File: src/rtl/mem_pkg.sv
// Shared constants and state encoding for the two-port memory arbiter.
// Both mem_arbiter and rr_arb2 import this package.
package mem_pkg;

   localparam int AW_DEF        = 12;
   localparam int DW_DEF        = 32;
   localparam int MAX_BURST_DEF = 4;

   typedef enum logic [1:0] {
      IDLE = 2'd0,
      OWN0 = 2'd1,
      OWN1 = 2'd2
   } state_t;

   // Ownership state that corresponds to a given winning requester.
   function automatic state_t own_state(input logic who);
      return who ? OWN1 : OWN0;
   endfunction

endpackage

File: src/rtl/rr_arb2.sv
// Combinational winner selection for two requesters: round-robin from IDLE,
// burst-limited stickiness while one requester owns the memory.
module rr_arb2 import mem_pkg::*; #(
   parameter int MAX_BURST = MAX_BURST_DEF,
   parameter int CW        = $clog2(MAX_BURST) + 1
) (
   input  state_t          state,
   input  logic [CW-1:0]   count,
   input  logic            rr,
   input  logic            req0,
   input  logic            req1,
   output logic            win_valid,
   output logic            winner
);

   localparam logic [CW-1:0] MAX_CNT = CW'(MAX_BURST);

   logic under_limit;

   assign under_limit = (count < MAX_CNT);

   always_comb begin
      win_valid = 1'b0;
      winner    = 1'b0;
      case (state)
         OWN0: begin
            // The owner keeps the memory unless the other side is waiting
            // and the owner has used up its burst allowance.
            if (req0 && (!req1 || under_limit)) begin
               win_valid = 1'b1;
               winner    = 1'b0;
            end else if (req1) begin
               win_valid = 1'b1;
               winner    = 1'b1;
            end
         end
         OWN1: begin
            if (req1 && (!req0 || under_limit)) begin
               win_valid = 1'b1;
               winner    = 1'b1;
            end else if (req0) begin
               win_valid = 1'b1;
               winner    = 1'b0;
            end
         end
         default: begin
            if (req0 && req1) begin
               win_valid = 1'b1;
               winner    = rr;
            end else if (req0 || req1) begin
               win_valid = 1'b1;
               winner    = req1;
            end
         end
      endcase
   end

endmodule

File: src/rtl/mem_arbiter.sv
// Two-requester arbiter in front of a single-write/async-read memory:
// burst-limited ownership FSM, address/data mux and one-cycle read return.
module mem_arbiter import mem_pkg::*; #(
   parameter int AW        = AW_DEF,
   parameter int DW        = DW_DEF,
   parameter int MAX_BURST = MAX_BURST_DEF
) (
   input  logic                       clk,
   input  logic                       rstn,
   input  logic                       req0,
   input  logic                       req1,
   input  logic                       we0,
   input  logic                       we1,
   input  logic [AW-1:0]              addr0,
   input  logic [AW-1:0]              addr1,
   input  logic [DW-1:0]              wdata0,
   input  logic [DW-1:0]              wdata1,
   output logic                       gnt0,
   output logic                       gnt1,
   output logic                       rvalid0,
   output logic                       rvalid1,
   output logic [DW-1:0]              rdata0,
   output logic [DW-1:0]              rdata1,
   output logic [AW-1:0]              mem_a,
   output logic [DW-1:0]              mem_d,
   output logic                       mem_we,
   output logic [AW-1:0]              mem_dpra,
   input  logic [DW-1:0]              mem_dpo,
   output logic [1:0]                 dbg_state,
   output logic [$clog2(MAX_BURST):0] dbg_count,
   output logic                       dbg_rr
);

   localparam int            CW      = $clog2(MAX_BURST) + 1;
   localparam logic [CW-1:0] MAX_CNT = CW'(MAX_BURST);

   // Handshake: a requester raises req_i with we/addr/wdata stable; the beat
   // is accepted in any cycle where gnt_i=1. Un-granted beats are not stored,
   // so the requester holds them (or drops req) until gnt_i arrives.

   state_t        state;
   state_t        state_nxt;
   logic [CW-1:0] count;
   logic [CW-1:0] count_nxt;
   logic          rr;
   logic          rr_nxt;
   logic          win_valid;
   logic          winner;
   logic          beat;
   logic          rd0;
   logic          rd1;

   rr_arb2 #(
      .MAX_BURST (MAX_BURST),
      .CW        (CW)
   ) u_arb (
      .state     (state),
      .count     (count),
      .rr        (rr),
      .req0      (req0),
      .req1      (req1),
      .win_valid (win_valid),
      .winner    (winner)
   );

   // Reset masks the grant combinationally so nothing is written or read.
   assign beat = rstn & win_valid;

   // State register
   always_ff @(posedge clk) begin
      if (!rstn) begin
         state <= IDLE;
         count <= '0;
         rr    <= 1'b0;
      end else begin
         state <= state_nxt;
         count <= count_nxt;
         rr    <= rr_nxt;
      end
   end

   // Next-state logic
   always_comb begin
      state_nxt = IDLE;
      count_nxt = '0;
      rr_nxt    = rr;
      if (beat) begin
         state_nxt = own_state(winner);
         rr_nxt    = ~winner;
         if (state == own_state(winner)) begin
            count_nxt = (count >= MAX_CNT) ? MAX_CNT : count + 1'b1;
         end else begin
            count_nxt = CW'(1);
         end
      end
   end

   // Output logic: grants and the memory mux
   always_comb begin
      gnt0     = beat & ~winner;
      gnt1     = beat & winner;
      mem_a    = '0;
      mem_d    = '0;
      mem_we   = 1'b0;
      if (beat) begin
         mem_a  = winner ? addr1  : addr0;
         mem_d  = winner ? wdata1 : wdata0;
         mem_we = winner ? we1    : we0;
      end
      mem_dpra = mem_a;
   end

   assign rd0 = gnt0 & ~we0;
   assign rd1 = gnt1 & ~we1;

   // Read return: async memory data is captured on the edge ending the beat.
   always_ff @(posedge clk) begin
      if (!rstn) begin
         rvalid0 <= 1'b0;
         rvalid1 <= 1'b0;
         rdata0  <= '0;
         rdata1  <= '0;
      end else begin
         rvalid0 <= rd0;
         rvalid1 <= rd1;
         if (rd0) begin
            rdata0 <= mem_dpo;
         end
         if (rd1) begin
            rdata1 <= mem_dpo;
         end
      end
   end

   assign dbg_state = state;
   assign dbg_count = count;
   assign dbg_rr    = rr;

endmodule
File: config.mk
export PLATFORM = sky130hd
export DESIGN_NAME = mem_arbiter
export DESIGN_NICKNAME = d
export VERILOG_FILES = /design/src/rtl/mem_pkg.sv /design/src/rtl/rr_arb2.sv /design/src/rtl/mem_arbiter.sv
export SDC_FILE = /design/constraint.sdc
export NUM_CORES = 1
export LEC_CHECK = 0
export ABC_AREA = 1
export BUFFER_PORTS_ARGS = -buffer_cell sky130_fd_sc_hd__buf_4
export CORE_MARGIN = 8
export CORE_UTILIZATION = 39
export CTS_CLUSTER_SIZE = 24
export DETAILED_ROUTE_END_ITERATION = 6
export PLACE_DENSITY = 0.84
export REMOVE_ABC_BUFFERS = 1
export SLEW_MARGIN = 20
export SYNTH_ARGS = -nofsm -noshare
export SYNTH_HDL_FRONTEND = slang
export SYNTH_SLANG_ARGS = --single-unit
File: constraint.sdc
create_clock -name clk -period 2.18 [get_ports clk]
set_input_delay 0.436 -clock clk [delete_from_list [all_inputs] [get_ports clk]]
set_output_delay 0.436 -clock clk [all_outputs]
set_load 0.02 [all_outputs]
==> impl_metrics.py <==
metrics = {
    "clock_tree": {
        "path_clk_slew_ps": 90,
        "clk_path_buf_depth": 2,
        "cts_root_buf": "clkbuf_8",
        "insertion_delay_ps": 340,
        "clock_sinks": 72,
        "h-tree-depth": 3,
        "cts_buffers": 9,
        "postCtsHoldBufs": 0,
        "cts_tree": "yes",
    },
    "power_and_ir_drop": {
        "finalPower_uw": 4732,
        "swShare": 0.3843,
        "power_leakage_uw": 0.004180,
        "p_seq_frac": 0.313,
        "p_per_area_nw_per_um2": 657.1,
        "p_sw_uw": 1818,
        "p_clk_frac": 0.226,
        "intPower_uw": 2913,
        "peakVddDrop_v": 0.0003824,
        "p_comb_frac": 0.461,
    },
    "layout": {
        "num-fill-cells": 747,
        "regArea_um2": 1444,
        "num-nets-final": 1069,
        "layoutNonFillerInstCount": 1082,
        "fin_area_um2": 7201,
        "area_delta_synth_final_pct": 79.73,
        "drive_above_1_share": 0.4396,
        "multiInputGateArea_um2": 2246,
        "final_util": 0.7102,
    },
    "floorplan": {
        "start_util": 0.3952,
        "fp-row-count": 37,
        "die_x_um": 117.4,
        "die_height_um": 117.4,
        "io_pins": 257,
        "die_area_um2": 13770,
        "coreArea_um2": 10140,
    },
    "place": {
        "dp_hpwl_mm": 13.01,
        "place_area_um2": 6028,
        "dp.cells": 1052,
        "io_buffer_count": 256,
        "gp_congestion": 0.8996,
    },
    "synth": {
        "synth_common_cells": "nand2_1 (273), inv_1 (143), nor2_1 (101), dfxtp_1 (72), nand4_1 (33)",
        "synth_cells": 690,
        "synth_top_family_by_area": "simple AND/OR/NAND/NOR gates",
        "yosysSeqAreaShare": 0.3598,
        "synth-seq-cells": 72,
        "synthXorXnorAreaFrac": 0,
        "synth_ff_type": "dfxtp_1",
        "synthesis.area_um2": 4006,
        "yosys.area.top_type_share": 0.3598,
        "yosys_warnings": 0,
        "synth-simple-area-share": 0.4210,
        "muxShareOfSynthArea": 0,
        "synth_top_area_cell": "dfxtp_1",
        "synth-compound-area-share": 0.002811,
        "ys_top_cells_by_area": "dfxtp_1 (36%), nand2_1 (26%), inv_1 (13%), nor2_1 (9.5%), nand4_1 (5.2%)",
        "yosysMostFrequentCell": "nand2_1",
        "avgSynthCellArea_um2": 5.806,
        "synth_edf_count": 0,
        "synth_cell_type_count": 19,
        "synthAdderAreaFrac": 0.01249,
        "ys_async_sr_fraction": 0,
    },
    "critical_path": {
        "critPathKind": "reg -> out",
        "worstPathArrival_ps": 2150,
        "path_max_fanout": 7,
        "worstPathRequired_ps": 1740,
        "crit_start": "dbg_state[0]$_SDFF_PN0_",
        "worstReg2RegStart": "dbg_state[0]$_SDFF_PN0_",
        "crit_path_end_kind": "output port",
        "critPathLaunchType": "flop",
    },
    "drt": {
        "drc_errors": 0,
        "first_iter_violations": 379,
        "vias": 5187,
        "drt-total-wl_mm": 20.14,
        "met2_length_mm": 10.15,
        "wl_per_cell_um": 18.61,
        "met3_length_mm": 1.980,
        "vias_per_cell": 4.794,
        "drt-pass1-iter-count": 5,
        "drtAntennaViolNets": 0,
        "topRoutingLayerUsed": "met4",
        "met1_length_mm": 6.935,
    },
    "status": {
        "violations": "negative setup slack",
        "outcome": "finished with violations",
    },
    "job": {
        "cap_violations": 0,
    },
    "sta": {
        "setup_violations": 59,
        "grt_setup_unrepaired": "true",
        "slew_headroom": 0.5692,
        "max_freq_ghz": 0.3871,
        "finalSetupTns_ps": -19060,
        "period_share": 1.185,
        "final.setup.worst_slack_ps": -403.5,
        "worst_pin_slew_ps": 646.1,
        "min_period_ps": 2583,
        "drv_slew": 0,
        "hold_viol": 0,
        "clock_skew_ps": 11.91,
    },
    "global_routing": {
        "grt_start_max_net_pins": 63,
        "grt_usage": 0.2496,
        "grt.overflow.total": 0,
        "grt_pass1_vias": 4946,
        "antenna_found_initial": 2,
        "grt_pass1_wl_mm": 27.69,
    },
    "min_path": {
        "min_path_type": "in -> reg",
        "min_from": "mem_dpo[2]",
    },
}
[registers in the layout, indices dropped and copies added, names as in the netlist]
name	count
dbg_count	3
dbg_rr	1
dbg_state	2
rdata0	32
rdata1	32
rvalid0	1
rvalid1	1
[cells in the final DEF, fill, tap and decap left out, types with 2 or more instances in the layout]
| master | n |
|---|---|
| buf_12 | 8 |
| buf_16 | 2 |
| buf_4 | 210 |
| buf_6 | 59 |
| clkbuf_16 | 4 |
| clkbuf_8 | 9 |
| clkinvlp_4 | 2 |
| dfxtp_1 | 70 |
| dfxtp_2 | 2 |
| diode_2 | 2 |
| ha_1 | 2 |
| ha_4 | 2 |
| inv_1 | 141 |
| inv_2 | 2 |
| inv_4 | 2 |
| nand2_1 | 177 |
| nand2_2 | 61 |
| nand2_4 | 38 |
| nand3_1 | 4 |
| nand3_2 | 2 |
| nand4_1 | 33 |
| nor2_1 | 100 |
| nor2_4 | 2 |
[path summary, 6_finish.rpt]
check / endpoint / slack, ps / cells after the start
max: mem_d[13] / -400 / 13
min: rdata1[2]$_SDFFE_PN0P_ / 320 / 3
max reg2reg: rdata1[12]$_SDFFE_PN0P_ / 20 / 14
min reg2reg: rdata0[14]$_SDFFE_PN0P_ / 510 / 4
[cell type report]
class | instances | share of cell area
multi-input cells | 425 | 0.3119
inverters | 147 | 0.07906
repair buffers | 284 | 0.3571
clock buffers | 10 | 0.01772
flip-flops and latches | 72 | 0.2005
clock inverters | 6 | 0.009383
well taps | 136 | 0.02363
diodes | 2 | 0.0006950
[through the flow]
step	setup WS (ps)	hold slack [ps]
final	-403.5	322.2
after global routing	-478.5	292.9
after CTS	-268.2	307.9
after detailed placement	-54.01	499.2
after global placement	-15.11	496.0
after floorplan	-803.5	556.4
[cells by family (layout without fill, tap and decap cells)]
family	Yosys count	after routing
buffers and inverters	193	447
DFF	72	72
and+or+nand+nor	419	419
AOI/OAI and AO/OA	2	2
other	0	2
adders and majority gates	4	4
[power by group through the flow]
stage | combinational, uW | clock (uW) | sequential (uW)
2_1_floorplan | 682 | 0 | 1630
3_3_place_gp | 1640 | 0 | 1500
3_5_place_dp | 1650 | 0 | 1510
4_1_cts | 1920 | 1110 | 1480
5_1_grt | 2310 | 1170 | 1490
6_report | 2180 | 1070 | 1480
[worst max-delay path, cell delays in order, from the launching register on]
cell and delay (ps):
dfxtp_2 360, inv_2 60, ha_4 290, nand2_1 50
nand2_1 90, nand2_2 80, nand2_4 100, nand2_4 70
nand2_4 100, clkinv_8 100, clkbuf_16 180, nand2_1 100
nand2_1 90, buf_6 140
[repair_timing]
| item | 4_1_cts | 5_1_grt |
|---|---|---|
| gates cloned | 3 | 4 |
| gates resized for setup | 108 | 114 |
| setup endpoints to repair | 59 | 91 |
| pin swaps | 12 | 25 |
| setup buffers | 4 | 4 |
[per-layer routing]
layer	vias up	global-route usage
met2	311	0.4459
met5	-	0
met3	73	0.08969
li1	2472	-
met4	0	0.09895
met1	2331	0.2605
No activity file was read; power rests on OpenSTA's default activity.
